## src/rtl/stream_demux_pkg.sv

```systemverilog
// Shared types and constants for the two-port byte-stream demultiplexer.
//   demux_state_t : packet framing state (between packets / inside a packet)
//   PORT0, PORT1  : route encodings matching the sel input
package stream_demux_pkg;

  typedef enum logic [0:0] {
    IDLE = 1'b0,
    BUSY = 1'b1
  } demux_state_t;

  localparam logic PORT0 = 1'b0;
  localparam logic PORT1 = 1'b1;

endpackage

```

## src/rtl/demux_out_stage.sv

```systemverilog
// One-entry registered output slice with a delivered-packet counter.
// Ports:
//   clk, reset          : rising-edge clock, synchronous active-high reset
//   load                : an accepted input beat is routed to this slice this cycle
//   in_data, in_last    : beat to capture on load
//   out_ready           : downstream accepts the held beat
//   out_data/valid/last : registered output beat
//   pkt_cnt             : packets whose last beat was loaded into this slice (wraps)
//   can_load            : slice is empty or draining this cycle, so it may take a beat
module demux_out_stage #(
  parameter int unsigned WIDTH = 8,
  parameter int unsigned CNT_W = 8
) (
  input  logic             clk,
  input  logic             reset,
  input  logic             load,
  input  logic [WIDTH-1:0] in_data,
  input  logic             in_last,
  input  logic             out_ready,
  output logic [WIDTH-1:0] out_data,
  output logic             out_valid,
  output logic             out_last,
  output logic [CNT_W-1:0] pkt_cnt,
  output logic             can_load
);

  logic [WIDTH-1:0] data_q, data_d;
  logic             last_q, last_d;
  logic             valid_q, valid_d;
  logic [CNT_W-1:0] cnt_q, cnt_d;

  always_comb begin
    data_d  = data_q;
    last_d  = last_q;
    valid_d = valid_q;
    cnt_d   = cnt_q;
    // A load in the same cycle as a drain wins: valid stays high with the new beat.
    if (load) begin
      data_d  = in_data;
      last_d  = in_last;
      valid_d = 1'b1;
      if (in_last) begin
        cnt_d = cnt_q + CNT_W'(1);
      end
    end else if (out_ready) begin
      valid_d = 1'b0;
    end
  end

  always_ff @(posedge clk) begin
    if (reset) begin
      data_q  <= '0;
      last_q  <= 1'b0;
      valid_q <= 1'b0;
      cnt_q   <= '0;
    end else begin
      data_q  <= data_d;
      last_q  <= last_d;
      valid_q <= valid_d;
      cnt_q   <= cnt_d;
    end
  end

  assign out_data  = data_q;
  assign out_last  = last_q;
  assign out_valid = valid_q;
  assign pkt_cnt   = cnt_q;
  assign can_load  = !valid_q || out_ready;

endmodule

```

## src/rtl/stream_demux2.sv

```systemverilog
// Steers one valid/ready byte stream to one of two registered output ports.
// The port is chosen from sel on a packet's first beat and held until its last beat.
// Ports:
//   clk, reset                     : rising-edge clock, synchronous active-high reset
//   sel                            : route of the packet starting now (0 -> port 0)
//   in_data, in_valid, in_last     : input beat
//   in_ready                       : input beat accepted when in_valid && in_ready
//   outN_data, outN_valid, outN_last, outN_ready : registered output port N
//   pkt_cntN                       : packets fully loaded into port N (wraps)
module stream_demux2
  import stream_demux_pkg::*;
#(
  parameter int unsigned WIDTH = 8,
  parameter int unsigned CNT_W = 8
) (
  input  logic             clk,
  input  logic             reset,
  input  logic             sel,
  input  logic [WIDTH-1:0] in_data,
  input  logic             in_valid,
  input  logic             in_last,
  output logic             in_ready,
  output logic [WIDTH-1:0] out0_data,
  output logic             out0_valid,
  output logic             out0_last,
  input  logic             out0_ready,
  output logic [WIDTH-1:0] out1_data,
  output logic             out1_valid,
  output logic             out1_last,
  input  logic             out1_ready,
  output logic [CNT_W-1:0] pkt_cnt0,
  output logic [CNT_W-1:0] pkt_cnt1
);

  demux_state_t state_q, state_d;
  logic         route_q, route_d;
  logic         target;
  logic         accept;
  logic         load0, load1;
  logic         can_load0, can_load1;

  // State register
  always_ff @(posedge clk) begin
    if (reset) begin
      state_q <= IDLE;
      route_q <= PORT0;
    end else begin
      state_q <= state_d;
      route_q <= route_d;
    end
  end

  // Next-state logic
  always_comb begin
    state_d = state_q;
    route_d = route_q;
    unique case (state_q)
      IDLE: begin
        // Single-beat packets never leave IDLE.
        if (accept && !in_last) begin
          state_d = BUSY;
          route_d = sel;
        end
      end
      BUSY: begin
        if (accept && in_last) begin
          state_d = IDLE;
        end
      end
      default: state_d = IDLE;
    endcase
  end

  // Outputs: target select, in_ready mux and per-port loads
  always_comb begin
    target   = (state_q == IDLE) ? sel : route_q;
    // Only the target port's readiness gates the input.
    in_ready = !reset && ((target == PORT1) ? can_load1 : can_load0);
    accept   = in_valid && in_ready;
    load0    = accept && (target == PORT0);
    load1    = accept && (target == PORT1);
  end

  demux_out_stage #(
    .WIDTH(WIDTH),
    .CNT_W(CNT_W)
  ) u_stage0 (
    .clk      (clk),
    .reset    (reset),
    .load     (load0),
    .in_data  (in_data),
    .in_last  (in_last),
    .out_ready(out0_ready),
    .out_data (out0_data),
    .out_valid(out0_valid),
    .out_last (out0_last),
    .pkt_cnt  (pkt_cnt0),
    .can_load (can_load0)
  );

  demux_out_stage #(
    .WIDTH(WIDTH),
    .CNT_W(CNT_W)
  ) u_stage1 (
    .clk      (clk),
    .reset    (reset),
    .load     (load1),
    .in_data  (in_data),
    .in_last  (in_last),
    .out_ready(out1_ready),
    .out_data (out1_data),
    .out_valid(out1_valid),
    .out_last (out1_last),
    .pkt_cnt  (pkt_cnt1),
    .can_load (can_load1)
  );

endmodule
```

## config.mk

```make
export PLATFORM = sky130hd
export DESIGN_NAME = stream_demux2
export DESIGN_NICKNAME = d
export VERILOG_FILES = /design/src/rtl/stream_demux_pkg.sv /design/src/rtl/demux_out_stage.sv /design/src/rtl/stream_demux2.sv
export SDC_FILE = /design/constraint.sdc
export NUM_CORES = 1
export LEC_CHECK = 0
export CORE_ASPECT_RATIO = 0.8
export CORE_MARGIN = 5
export CORE_UTILIZATION = 40
export DETAILED_ROUTE_END_ITERATION = 16
export PLACE_DENSITY = 0.72
export REMOVE_ABC_BUFFERS = 1
export SLEW_MARGIN = 0
export SYNTH_ARGS = -nofsm -noshare
export SYNTH_HDL_FRONTEND = slang
export SYNTH_SLANG_ARGS = --single-unit
```

## constraint.sdc

```tcl
create_clock -name clk -period 2.7 [get_ports clk]
set_clock_uncertainty 0.2 [all_clocks]
set_input_delay 0.675 -clock clk [delete_from_list [all_inputs] [get_ports clk]]
set_output_delay 0.675 -clock clk [all_outputs]
set_load 0.03 [all_outputs]
```

# Word-level counts from Yosys, hierarchy flattened
# Cells that the tools add are included.
[classes]
addsub = 2
muxes = 9
bitwise_logic = 2
n_reduce_logical = 17
[ops]
columns = ["op", "n"]
rows = [
  ["$add A8 B1 Y8 const B", 2],
  ["$mux W1", 8],
  ["$logic_and A1 B1 Y1", 6],
  ["$reduce_and A2 Y1", 3],
  ["$logic_not A1 Y1", 4],
  ["$reduce_bool A2 Y1", 2],
  ["$logic_or A1 B1 Y1", 2],
  ["$not A1 Y1", 2],
  ["$pmux W1 S2", 1],
]
[totals]
register_bits = 38
inputBits = 15
output_inout_bits = 37
word_cells = 40

# Depth between registers and ports, before layout
[depth]
depth_word = 8
mapped_depth = 6

# Modules after synthesis
# From an unflattened synthesis, not the netlist that was laid out.
[hier_totals]
cells_unflattened = 164
hier_area_um2 = 1519.0
[by_module_without_submodules]
columns = ["module", "instances", "cells_per_inst", "area_per_inst_um2"]
rows = [
  ["demux_out_stage", 2, 74, 688.2],
  ["stream_demux2", 1, 16, 142.6],
]

# Least setup slack after synthesis
# OpenSTA, ideal clock, no wires.
[synth_timing]
path_type = "input -> output"
startpoint = "in sel"
endpoint = "out in_ready"
arrival_time_ns = 1.539
t_required_ns = 1.825
setup_slack_ns = 0.286
path_stages = 3
n_path_buf = 0
cell_sequence = "mux2i_1 a21oi_1 nor2_1"
[synth_via]
elab_chain_len = 3
[synth_rtl]
columns = ["element", "line", "text"]
rows = [
  ["start, declared", "stream_demux2.sv:18", "input logic sel,"],
  ["$mux W1", "stream_demux2.sv:76", "target = (state_q == IDLE) ? sel : route_q;"],
  ["$mux W1", "stream_demux2.sv:78", "in_ready = !reset && ((target == PORT1) ? can_load1 : can_load0);"],
  ["$logic_and A1 B1 Y1", "stream_demux2.sv:78", ""],
  ["end, declared", "stream_demux2.sv:22", "output logic in_ready,"],
]
# No other way between the ends.

# Worst setup path in the final report
# Ends and elaborated chain as after synthesis.

==> key figures <==
Clock network
  • Skew-Pair Late Insertion Delay: 0.29 ns
  • CTS buffer count: 5
  • CTS tree: yes
  • Clock buffer depth: 2
  • Setup bufs post-CTS: 0
  • CTS Hold Bufs: 0
  • CTS clk-pin slew, worst paths: 0.07 ns
  • TritonCTS Sinks: 38
  • H-tree depth: 2
  • Clk root buf: clkbuf_8
  • Post-CTS sizing: 0

Layout
  • Share of layout cells above drive strength 1: 9.705%
  • Fin nets: 253
  • Commonest non-fill, non-tap cell in the layout: clkdlybuf4s50_1
  • Most frequent cells in the layout: 50 x clkdlybuf4s50_1, 38 x dfxtp_1, 26 x a21oi_1
  • Design Area, Final: 2246 um2
  • P&R area growth vs syn: 46.41%
  • Antenna diodes: 0

Die
  • Full die area: 5181 um2
  • Ports: 52
  • Rows: 20
  • Chip width: 79.24 um
  • Die H: 65.39 um
  • Placeable Area: 3754 um2
  • Starting Density: 40.87%

Worst setup path
  • Crit Path Max Fanout: 4
  • Critical path buffer and inverter count: 2
  • WP data required: 1.82 ns
  • Slowest CP cell: clkdlybuf4s50_1
  • Critical path's most frequent cell: nor2_1
  • CP Cell Sequence: clkdlybuf4s50_1, mux2i_2, nor2_1, a21oi_1, nor2_1, buf_4
  • Worst setup SP type: input pin
  • CP max stage delay: 0.43 ns
  • Setup CP Type: input pin to output pin
  • Crit path DAT: 1.74 ns
  • CP Capture Type: output pin
  • Cell family with most CP delay: buffers and inverters

STA
  • Slew headroom: 77.51%
  • Worst-Margin Slew: 0.3364 ns
  • Tmin final: 2.615 ns
  • Max frequency: 382.5 MHz
  • RSZ-0062 raised after global routing: no
  • Final Hold Fails: 0
  • Final setup fails: 0
  • Fin crit share: 96.84%
  • Worst hold slack: 0.2567 ns
  • Final Max Tran Viols: 0

Logic synthesis
  • Yosys warns: 0
  • Post-synthesis simple-gate area fraction: 22.68%
  • Synth cell types: 27
  • Mapped Cells: 175
  • Largest area contributor in the netlist: dfxtp_1
  • Adder-cell share of the synthesized area: 1.631%
  • Post-synthesis sequential area ratio: 49.59%
  • Synth top area share: 49.59%
  • Largest family of logic cells by synthesized area: simple AND/OR/NAND/NOR gates
  • Synth Cell Area: 1534 um2
  • FF+latch count, synth: 38
  • Post-synthesis mux area share: 7.259%
  • Synth Area per Inst: 8.766 um2
  • Synth Area in Compound Gates: 14.03%
  • Post-Synth XOR/XNOR Area: 1.713%
  • Top cells by area, synth: dfxtp_1 50%, a21oi_1 8.5%, mux2i_1 6.5%

Place
  • DP Area: 2158 um2
  • Input/output buffers: 51
  • Final HPWL DP: 2658 um
  • Final Wtd Congestion: 0.8107

Worst hold path
  • HP Class: flop to flop

Power and ir drop
  • Leak: 0.8235 nW
  • Total power draw: 1.123 mW
  • Maximum VDD drop: 348.2 uV
  • PD cells: 499.8 nW/um2

Routing
  • Drt initial violations: 42
  • Via count: 1454
  • Final wirelength: 3659 um
  • Router iterations before antenna repair: 4
  • # DRC: 0
  • Vias per cell: 5.174
  • Average wire per standard cell: 13.02 um
  • Final ANT Viol Nets: 0

GRT
  • Initial antenna violation count: 0
  • Global-route wire length before repair: 6003 um
  • Gr ovfl total: 0
  • Largest net degree at the start of global routing: 32
  • Total GRT Usage: 15.13%
  • Number of global-route vias before repair: 1270

Run
  • Max cap viols: 0

Status
  • Status: finished, final reports clean
-- cell type report --
cell class / instances / area, um2
fillers: 356 / 1508
flip-flops and latches: 38 / 760.7
multi-input cells: 125 / 729.5
repair buffers: 63 / 598.1
clock buffers: 7 / 86.33
well taps: 44 / 55.05
inverters: 3 / 11.26
clock inverters: 1 / 5.005
-- Yosys cell counts --
master	n
ha_1	2
or3_1	6
a211oi_1	1
buf_2	2
mux2i_1	10
nand2b_1	3
o21ai_0	5
nor3_1	1
nor2b_1	3
nor2_1	14
clkbuf_1	6
a21oi_1	26
nor4_1	1
or4_1	6
inv_1	3
xor2_1	2
xnor2_1	1
mux2_2	1
dfxtp_1	38
nand4_1	5
nand2_1	22
nand4b_1	1
nand3_1	7
o31ai_1	6
a21o_1	1
buf_1	1
or2_2	1
-- metrics by stage --
| step | setup slack [ns] | utilization [%] | setup TNS (ns) | cells |
|---|---|---|---|---|
| 2_1_floorplan | 0.1535 | - | 0 | 166 |
| 3_3_place_gp | -0.005039 | 57.50 | -0.005039 | 274 |
| 3_5_place_dp | -0.04629 | 57.50 | -0.1181 | 274 |
| 4_1_cts | 0.009175 | 59.93 | 0 | 282 |
| 5_1_grt | 0.04271 | 59.83 | 0 | 281 |
| 6_report | 0.08545 | 59.83 | 0 | 281 |
-- metal layers --
layer | global-route usage (%) | up-vias | wire, um
met5 | 0 | - | 0
met4 | 8.369 | 0 | 35
met3 | 6.575 | 3 | 282
met2 | 21.64 | 35 | 1587
met1 | 19.00 | 674 | 1753
li1 | - | 742 | -
-- tightest hold or removal path, cell delays in order, from the launching register on --
cell	delay (ns)
dfxtp_1	0.31
nand2_1	0.05
a21oi_1	0.05
-- power by group --
| part | total, mW | internal [mW] | switching, mW |
|---|---|---|---|
| combinational | 0.144 | 0.0678 | 0.0762 |
| sequential | 0.584 | 0.575 | 0.00908 |
| clock | 0.395 | 0.206 | 0.189 |
-- flip-flops by register name (all words and copies together), names as in the netlist, named ones only --
name	count
u_stage1.out_last	1
u_stage1.out_valid	1
u_stage0.pkt_cnt	8
route_q	1
u_stage0.out_data	8
u_stage1.out_data	8
u_stage0.out_valid	1
u_stage1.pkt_cnt	8
u_stage0.out_last	1
-- kinds of logic (layout without fill, tap and decap cells) --
kind of cell               Yosys count  count (layout)
AOI/OAI and AO/OA                   39              39
xor gates and xnor gates             3               3
adders and majority gates            2               2
buffers and inverters               12              74
DFF                                 38              38
muxes                               11              11
and+or+nand+nor                     70              70
-- path summary, 6_finish.rpt --
| path | to | from | cells after the start | slack, ns |
|---|---|---|---|---|
| max reg2reg | u_stage0.pkt_cnt[3] | flop | 6 | 0.69 |
| min | u_stage1.out_last | u_stage1.out_last | 2 | 0.26 |
| min reg2reg | u_stage1.out_last | u_stage1.out_last | 2 | 0.26 |
| max | in_ready | sel | 6 | 0.09 |
(Power assumes the default switching activity.)
